### src/rtl/alu_mdu_pipe.sv
// Registered execute-stage ALU with an iterative shift-add multiplier and restoring divider.
// Define ALU_MDU_SIGNED_DIV_EN to enable signed DIV (1110) and REM (1111).
module alu_mdu_pipe #(
    parameter int XLEN  = 32,
    parameter int CNT_W = $clog2(XLEN) + 1
) (
    input  logic            clk,
    input  logic            rst_n,
    input  logic            in_valid,
    output logic            in_ready,
    input  logic [3:0]      alucontrol,
    input  logic [XLEN-1:0] srca,
    input  logic [XLEN-1:0] srcb,
    output logic            out_valid,
    input  logic            out_ready,
    output logic [XLEN-1:0] result,
    output logic            zero,
    output logic            busy
);
    localparam int SH_W = $clog2(XLEN);

    localparam logic [3:0] OP_ADD   = 4'b0000;
    localparam logic [3:0] OP_SUB   = 4'b0001;
    localparam logic [3:0] OP_AND   = 4'b0010;
    localparam logic [3:0] OP_OR    = 4'b0011;
    localparam logic [3:0] OP_XOR   = 4'b0100;
    localparam logic [3:0] OP_SLT   = 4'b0101;
    localparam logic [3:0] OP_SLTU  = 4'b0110;
    localparam logic [3:0] OP_SLL   = 4'b0111;
    localparam logic [3:0] OP_SRL   = 4'b1000;
    localparam logic [3:0] OP_SRA   = 4'b1001;
    localparam logic [3:0] OP_MUL   = 4'b1010;
    localparam logic [3:0] OP_MULHU = 4'b1011;
    localparam logic [3:0] OP_DIVU  = 4'b1100;
    localparam logic [3:0] OP_REMU  = 4'b1101;
`ifdef ALU_MDU_SIGNED_DIV_EN
    localparam logic [3:0] OP_DIV   = 4'b1110;
    localparam logic [3:0] OP_REM   = 4'b1111;
`endif

    typedef enum logic [1:0] {S_IDLE, S_MUL, S_DIV, S_DONE} state_t;

    state_t            state_q, state_d;
    logic [CNT_W-1:0]  cnt_q, cnt_d;
    logic [2*XLEN-1:0] acc_q, acc_d;
    logic [XLEN-1:0]   opb_q, opb_d;
    logic [3:0]        op_q, op_d;
    logic [XLEN-1:0]   result_q, result_d;
    logic              out_valid_q, out_valid_d;
`ifdef ALU_MDU_SIGNED_DIV_EN
    logic              qneg_q, qneg_d, rneg_q, rneg_d;
    logic              a_neg, b_neg;
`endif

    logic [XLEN-1:0]   alu_res, a_mag, b_mag, fin_res;
    logic [2*XLEN-1:0] mul_next, div_next;
    logic [XLEN:0]     mul_sum, div_shift, div_trial;
    logic              accept, is_mul, is_div;

    always_comb begin
        alu_res = '0;
        case (alucontrol)
            OP_ADD:  alu_res = srca + srcb;
            OP_SUB:  alu_res = srca - srcb;
            OP_AND:  alu_res = srca & srcb;
            OP_OR:   alu_res = srca | srcb;
            OP_XOR:  alu_res = srca ^ srcb;
            OP_SLT:  alu_res = {{(XLEN-1){1'b0}}, $signed(srca) < $signed(srcb)};
            OP_SLTU: alu_res = {{(XLEN-1){1'b0}}, srca < srcb};
            OP_SLL:  alu_res = srca << srcb[SH_W-1:0];
            OP_SRL:  alu_res = srca >> srcb[SH_W-1:0];
            OP_SRA:  alu_res = $signed(srca) >>> srcb[SH_W-1:0];
            default: alu_res = '0;
        endcase
    end

    // Signed divides run on magnitudes; signs are reapplied when the result is loaded.
    always_comb begin
        is_mul = (alucontrol == OP_MUL) || (alucontrol == OP_MULHU);
        is_div = (alucontrol == OP_DIVU) || (alucontrol == OP_REMU);
        a_mag  = srca;
        b_mag  = srcb;
`ifdef ALU_MDU_SIGNED_DIV_EN
        a_neg  = ((alucontrol == OP_DIV) || (alucontrol == OP_REM)) && srca[XLEN-1];
        b_neg  = ((alucontrol == OP_DIV) || (alucontrol == OP_REM)) && srcb[XLEN-1];
        is_div = is_div || (alucontrol == OP_DIV) || (alucontrol == OP_REM);
        if (a_neg) a_mag = -srca;
        if (b_neg) b_mag = -srcb;
`endif
    end

    always_comb begin
        mul_sum   = {1'b0, acc_q[2*XLEN-1:XLEN]} + (acc_q[0] ? {1'b0, opb_q} : '0);
        mul_next  = {mul_sum, acc_q[XLEN-1:1]};
        div_shift = {acc_q[2*XLEN-1:XLEN], acc_q[XLEN-1]};
        div_trial = div_shift - {1'b0, opb_q};
        div_next  = div_trial[XLEN] ? {div_shift[XLEN-1:0], acc_q[XLEN-2:0], 1'b0}
                                    : {div_trial[XLEN-1:0], acc_q[XLEN-2:0], 1'b1};
        fin_res   = acc_q[XLEN-1:0];
        case (op_q)
            OP_MULHU, OP_REMU: fin_res = acc_q[2*XLEN-1:XLEN];
`ifdef ALU_MDU_SIGNED_DIV_EN
            OP_DIV:  fin_res = qneg_q ? -acc_q[XLEN-1:0] : acc_q[XLEN-1:0];
            OP_REM:  fin_res = rneg_q ? -acc_q[2*XLEN-1:XLEN] : acc_q[2*XLEN-1:XLEN];
`endif
            default: fin_res = acc_q[XLEN-1:0];
        endcase
    end

    always_ff @(posedge clk or negedge rst_n) begin
        if (!rst_n) begin
            state_q     <= S_IDLE;
            cnt_q       <= '0;
            acc_q       <= '0;
            opb_q       <= '0;
            op_q        <= '0;
            result_q    <= '0;
            out_valid_q <= 1'b0;
`ifdef ALU_MDU_SIGNED_DIV_EN
            qneg_q      <= 1'b0;
            rneg_q      <= 1'b0;
`endif
        end else begin
            state_q     <= state_d;
            cnt_q       <= cnt_d;
            acc_q       <= acc_d;
            opb_q       <= opb_d;
            op_q        <= op_d;
            result_q    <= result_d;
            out_valid_q <= out_valid_d;
`ifdef ALU_MDU_SIGNED_DIV_EN
            qneg_q      <= qneg_d;
            rneg_q      <= rneg_d;
`endif
        end
    end

    always_comb begin
        state_d     = state_q;
        cnt_d       = cnt_q;
        acc_d       = acc_q;
        opb_d       = opb_q;
        op_d        = op_q;
        result_d    = result_q;
        out_valid_d = out_valid_q;
`ifdef ALU_MDU_SIGNED_DIV_EN
        qneg_d      = qneg_q;
        rneg_d      = rneg_q;
`endif
        accept      = in_valid && in_ready;
        case (state_q)
            S_IDLE: begin
                if (out_valid_q && out_ready) out_valid_d = 1'b0;
                if (accept) begin
                    if (is_mul || is_div) begin
                        state_d = is_mul ? S_MUL : S_DIV;
                        cnt_d   = CNT_W'(XLEN);
                        acc_d   = {{XLEN{1'b0}}, a_mag};
                        opb_d   = b_mag;
                        op_d    = alucontrol;
`ifdef ALU_MDU_SIGNED_DIV_EN
                        qneg_d  = (a_neg ^ b_neg) && (srcb != '0);
                        rneg_d  = a_neg;
`endif
                    end else begin
                        result_d    = alu_res;
                        out_valid_d = 1'b1;
                    end
                end
            end
            S_MUL, S_DIV: begin
                if (cnt_q == '0) begin
                    state_d     = S_DONE;
                    result_d    = fin_res;
                    out_valid_d = 1'b1;
                end else begin
                    acc_d = (state_q == S_MUL) ? mul_next : div_next;
                    cnt_d = cnt_q - CNT_W'(1);
                end
            end
            S_DONE: begin
                if (out_ready) begin
                    state_d     = S_IDLE;
                    out_valid_d = 1'b0;
                end
            end
            default: state_d = S_IDLE;
        endcase
    end

    always_comb begin
        in_ready  = (state_q == S_IDLE) && (!out_valid_q || out_ready);
        busy      = ((state_q == S_MUL) || (state_q == S_DIV)) && (cnt_q != '0);
        out_valid = out_valid_q;
        result    = result_q;
        zero      = (result_q == '0);
    end
endmodule

### config.mk
export PLATFORM = sky130hd
export DESIGN_NAME = alu_mdu_pipe
export DESIGN_NICKNAME = d
export VERILOG_FILES = /design/src/rtl/alu_mdu_pipe.sv
export SDC_FILE = /design/constraint.sdc
export NUM_CORES = 1
export LEC_CHECK = 0
export BUFFER_PORTS_ARGS = -buffer_cell sky130_fd_sc_hd__buf_2
export CAP_MARGIN = 10
export CORE_ASPECT_RATIO = 1.4
export CORE_MARGIN = 2
export CORE_UTILIZATION = 49
export CTS_BUF_LIST = sky130_fd_sc_hd__clkbuf_2
export DETAILED_ROUTE_END_ITERATION = 6
export PLACE_DENSITY = 0.63
export SETUP_SLACK_MARGIN = 0.5
export SYNTH_ARGS = -nofsm -noshare
export SYNTH_HDL_FRONTEND = slang
export SYNTH_SLANG_ARGS = --single-unit
### constraint.sdc
create_clock -name clk -period 8.1 [get_ports clk]
set_input_delay 0.405 -clock clk [delete_from_list [all_inputs] [get_ports clk]]
set_output_delay 0.405 -clock clk [all_outputs]
set_load 0.1 [all_outputs]
# Word-level counts from Yosys, hierarchy flattened
# Index checks and enable logic that the tools add are counted.
[classes]
n_addsub = 5
order_cmp = 2
div_mod_pow = 0
bitwise = 3
eq_ne = 24
mul = 0
shift = 3
reduce_logical = 23
muxes = 29
[ops]
columns = ["op", "n"]
rows = [
  ["$mux 64", 5],
  ["$pmux 32 s10", 1],
  ["$mux 32", 5],
  ["$pmux 64 s2", 1],
  ["$lt 32x32->1", 2],
  ["$pmux 32 s2", 1],
  ["$add 32x32->33", 1],
  ["$sub 33x32->33", 1],
  ["$add 32x32->32", 1],
  ["$and 32x32->32", 1],
  ["$eq 4x4->1 const B", 8],
  ["$logic_not 32->1", 1],
  ["$or 32x32->32", 1],
  ["$shl 32x5->32", 1],
  ["$shr 32x5->32", 1],
  ["$sshr 32x5->32", 1],
  ["$sub 32x32->32", 1],
  ["$xor 32x32->32", 1],
  ["$mux 6", 3],
  ["$eq 4x3->1 const B", 4],
  ["$ne 2x2->1 const B", 6],
  ["$pmux 6 s2", 1],
  ["$reduce_and 4->1", 3],
  ["$mux 2", 5],
  ["19 further kinds", 33],
]
[totals]
in_bits = 72
n_memories = 0
word_cells = 96
output_inout_bits = 36
mem_bits_rw = 0
mem_bits_ro = 0
regBits = 141
latchBits = 0

# Longest topological paths before layout
[depth]
word_depth = 6
depth_mapped = 16
mapped_depth_nobuf = 14

# Least setup slack after synthesis
# No wires, ideal clock.
[synth_path]
kind = "input to register"
from = "in srcb[2]"
to = "reg result_q[20] (netlist: result[20])"
setup_ns = 0.126
setup_slack_ns = 4.210
n_path_buf = 4
stages = 16
arrival_ns = 3.764
path_cell_list = "buf_2 -> clkinv_1 -> buf_1 -> buf_1 -> ha_1 -> buf_4 -> a21o_1 -> a21oi_1 -> o211ai_1 -> or3_1 -> a31oi_2 -> o21ai_0 -> a31oi_1 -> xnor2_1 -> o211ai_1 -> a221o_1"
[synth_via]
elab_chain_cells = 5
word_cells_on_any_way = 9
classes_between = "2 x add/sub; 3 x shift; 4 x mux"
[synth_lines]
columns = ["element", "line_no", "rtl"]
rows = [
  ["from (decl)", "13", "input logic [XLEN-1:0] srcb,"],
  ["$sub 32x32->32 (tied with other cells)", "64", "OP_SUB: alu_res = srca - srcb;"],
  ["$pmux 32 s10 *", "62", "case (alucontrol)"],
  ["$mux 32 *", "155", "if (is_mul || is_div) begin"],
  ["$mux 32 *", "154", "if (accept) begin"],
  ["$pmux 32 s2 *", "151", "case (state_q)"],
  ["to (signal assigned)", "129", "result_q <= result_d;"],
  ["to (decl)", "48", "logic [XLEN-1:0] result_q, result_d;"],
]
# Mark *: on every way between the ends. The rest lies on a longest branch, timed or not. The select of a mux whose other input is x is not followed.
# A chain may end at the register's enable or synchronous reset.

# Worst setup path in the final report
[layout_path]
from = "reg acc_q[31]"
to = "reg acc_q[39]"
[layout_via]
elab_chain_cells = 5
[layout_lines]
columns = ["element", "line_no", "rtl"]
rows = [
  ["from (decl)", "45", "logic [2*XLEN-1:0] acc_q, acc_d;"],
  ["from (signal assigned)", "114", "acc_q <= '0;"],
  ["from (signal assigned)", "126", "acc_q <= acc_d;"],
  ["$sub 33x32->33", "96", "div_trial = div_shift - {1'b0, opb_q};"],
  ["$mux 64", "97", "div_next = div_trial[XLEN] ? {div_shift[XLEN-1:0], acc_q[XLEN-2:0], 1'b0}"],
  ["$mux 64", "177", "acc_d = (state_q == S_MUL) ? mul_next : div_next;"],
  ["$mux 64", "172", "if (cnt_q == '0) begin"],
  ["$pmux 64 s2", "151", ""],
]
# No other way between the ends. The select of a mux whose other input is x is not followed.

==> parameters.txt <==
Parameter                              Value

Synthesis
  Cell area after synthesis ... 0.0192 mm²
  Async SR Flop Fraction ... 100%
  Area share of the leading cell type in the synthesized netlist ... 18.3%
  Main flop type after synthesis ... dfrtp_1
  Number of standard cells after synthesis ... 2,577
  Main area contributors after synthesis ... dfrtp_1 (18%), ha_1 (11%), a21oi_1 (6.2%)
  Post-synth EDFFs ... 0
  Netlist cell types ... 86
  Warning count from the yosys run ... 0
  Mean area per synthesized cell ... 7.46 µm²
  Post-Synthesis Net Count ... 2,822
  Sequential-to-total area share from yosys stat ... 18.3%
  Post-synthesis sequential element count ... 141
  Synth area leader ... dfrtp_1

Clocking
  Max clock buf depth ... 2
  Clock Root Buffer ... clkbuf_2
  Count of cells resized by post-cts repair ... 0
  CTS H-Tree Depth ... 4
  Sink Count ... 141
  Clock-pin slew of the registers on the worst-case setup and hold paths ... 0.27 ns
  Clock tree from TritonCTS ... yes
  Clock latency reported for the late side of the worst-skew pair ... 0.86 ns
  TritonCTS Buffers ... 17

Placement
  Total of buffers placed on input and output ports ... 107
  Placed Instances ... 3,062
  Final RePlAce weighted congestion ... 1.02
  DP Wirelength ... 61,800 µm

STA
  Slew margin rel. ... 23.3%
  Unrepaired setup endpoints after global routing ... false
  Period utilization ... 53.8%
  Fmax ... 0.229 GHz
  Worst Tran Pin Value ... 1.15 ns
  Time the final worst path needs with I/O delays and setup ... 4.36 ns
  Final hold violations ... 0
  Pins over their slew limit ... 0
  Final setup fails ... 0
  Worst clock skew on the final layout ... 0.0521 ns
  Summed negative setup slack over all endpoints ... 0 ns

Global routing
  Antenna violations before repair ... 4
  Global route hottest layer ... met2
  Routing usage on met1 ... 48.7%
  Total global routing track utilization ... 39.8%
  Pin count of the biggest net entering global routing ... 84
  Met2 usage ... 64.7%
  GRT overflow ... 0
  Vias in the first global route ... 19,900
  Global-route wire length before repair ... 123,000 µm
  Fraction of met3 tracks used by global routing ... 6.58%

Worst setup path
  Worst endpoint required time ... 8.84 ns
  Startpoint type of the worst setup path ... register
  Element type at the critical path end ... register
  Number of cells on the worst reg-to-reg path ... 15
  Worst EP arrival ... 5.10 ns
  Crit path kind ... register to register
  Maximum net fanout on the critical path ... 35

Route
  ANT nets after route ... 0
  Average wire per standard cell ... 25.9 µm
  Count of unresolved DRC violations after routing ... 0
  Detailed Route WL ... 81,700 µm
  Ratio of routed vias to standard cells ... 6.53
  Pre-antenna DRT Iters ... 6
  Number of design-rule violations left by the first detailed-router iteration ... 2,095
  Routed vias ... 20,600

Power
  Peak supply drop ... 0.343 mV
  Leak Pwr ... 9.59 nW
  Overall power of the completed layout ... 7.32 mW
  Power Dens Cells ... 350 mW/mm²

Die
  Initial standard-cell utilization of the core ... 49.8%
  Area of the core region ... 0.0386 mm²
  Height of the die ... 238 µm
  Area of the die ... 0.0409 mm²
  Floorplan row count ... 85
  Die boundary width ... 171 µm
  I/O pins ... 108

Cells and area
  Fin nets ... 2,869
  Final core occ ... 54.1%
  Final non-filler cell total ... 3,160
  Fill cell instance count of the final layout ... 3,880
  Area Overhead vs Synth ... 8.69%
  Layout cells sized above 1 ... 11.5%
  Most frequent cells in the layout ... nand2_1 (255), a21oi_1 (237), nor2_1 (223)
  Most common cell after layout, fill and taps aside ... nand2_1

Min path
  Class of the tightest hold or removal check ... input port to register
  Hold path depth ... 4

Run status
  Run status ... complete, no violations

Flow run
  Maxcap violations ... 0
-- cells in the mapped netlist (48+ instances only) --
cell / instances
a21oi_1: 238
a31oi_1: 49
clkbuf_1: 123
dfrtp_1: 141
ha_1: 169
inv_1: 156
mux2_2: 74
mux2i_1: 92
nand2_1: 255
nand3_1: 66
nor2_1: 225
o21ai_0: 200
xnor2_1: 48
-- layer usage --
| metal | up-vias | routed length (µm) |
|---|---|---|
| met3 | 253 | 5440 |
| li1 | 9464 | - |
| met5 | - | 11 |
| met1 | 9939 | 32000 |
| met4 | 2 | 5820 |
| met2 | 963 | 38500 |
-- path summary, 6_finish.rpt --
check | startpoint | slack [ns] | to
worst max-delay path | acc_q[31]$_DFFE_PN0P_ | 3.74 | acc_q[39]$_DFFE_PN0P_
worst min-delay path | alucontrol[3] | 0.1 | op_q[2]$_DFFE_PN0P_
worst max register to register | acc_q[31]$_DFFE_PN0P_ | 3.74 | acc_q[39]$_DFFE_PN0P_
worst min register to register | op_q[3]$_DFFE_PN0P_ | 0.50 | op_q[3]$_DFFE_PN0P_
max in group asynchronous | rst_n | 6.45 | acc_q[17]$_DFFE_PN0P_
min in group asynchronous | rst_n | 0.11 | cnt_q[1]$_DFFE_PN0P_
-- state kept, by name, indices dropped and copies added (netlist names) --
register / cells
opb_q: 32
out_valid: 1
state_q: 2
cnt_q: 6
op_q: 4
acc_q: 64
result: 32
-- area by class of cell --
| type | instances | area [µm²] | area share (%) |
|---|---|---|---|
| Sequential cell | 141 | 3530 | 16.9 |
| Tap cell | 522 | 653 | 3.13 |
| Antenna cell | 1 | 2.50 | 0.0120 |
| Clock buffer | 17 | 85.1 | 0.407 |
| Clock inverter | 15 | 159 | 0.760 |
| Inverter | 158 | 593 | 2.84 |
| Multi-Input combinational cell | 2101 | 14400 | 69.1 |
| Timing Repair Buffer | 205 | 1440 | 6.89 |
-- through the flow --
step           setup slack (ns)  hold slack (ns)  cell area, µm²
3_5_place_dp               3.19            0.454           20000
3_3_place_gp               3.20            0.441           20000
6_report                   3.74           0.0993           20900
2_1_floorplan              4.21            0.109           19200
5_1_grt                    3.53           0.0338           20900
4_1_cts                    3.79           0.0124           20900
-- power by group --
group,total [mW],internal (mW),leakage (nW),switching (mW)
logic,5.50,1.93,7.69,3.57
clock network,0.474,0.147,0.145,0.327
registers,1.35,1.01,1.75,0.336
total,7.32,3.08,9.59,4.24
-- critical path, stage by stage, from the launching register on --
cell,delay [ns]
dfrtp_1,0.47
inv_1,0.17
ha_1,0.22
inv_1,0.06
fa_1,0.42
a211oi_1,0.29
o21ai_1,0.18
o21bai_1,0.36
a21oi_4,0.16
a21oi_1,0.34
o21ai_0,0.20
nand3_2,0.26
buf_4,0.46
mux2_2,0.39
o21ai_0,0.12
o21ai_0,0.09
-- repair_timing --
action	4_1_cts	5_1_grt
setup buffers	0	0
endpoints found under the hold margin	137	0
hold buffers	63	0
-- logic make-up (layout without fill, tap and decap cells) --
group	Yosys count	count (layout)	share of synthesized area [%]
fa+ha+maj	173	173	11.4
mux	188	188	11.7
xor+xnor	83	83	3.78
compound gates	857	857	28.6
flops	141	141	18.3
buf+inv	335	395	6.90
simple gates	800	800	19.3
other cells	0	1	0
Power figures use the tool's default switching activity.
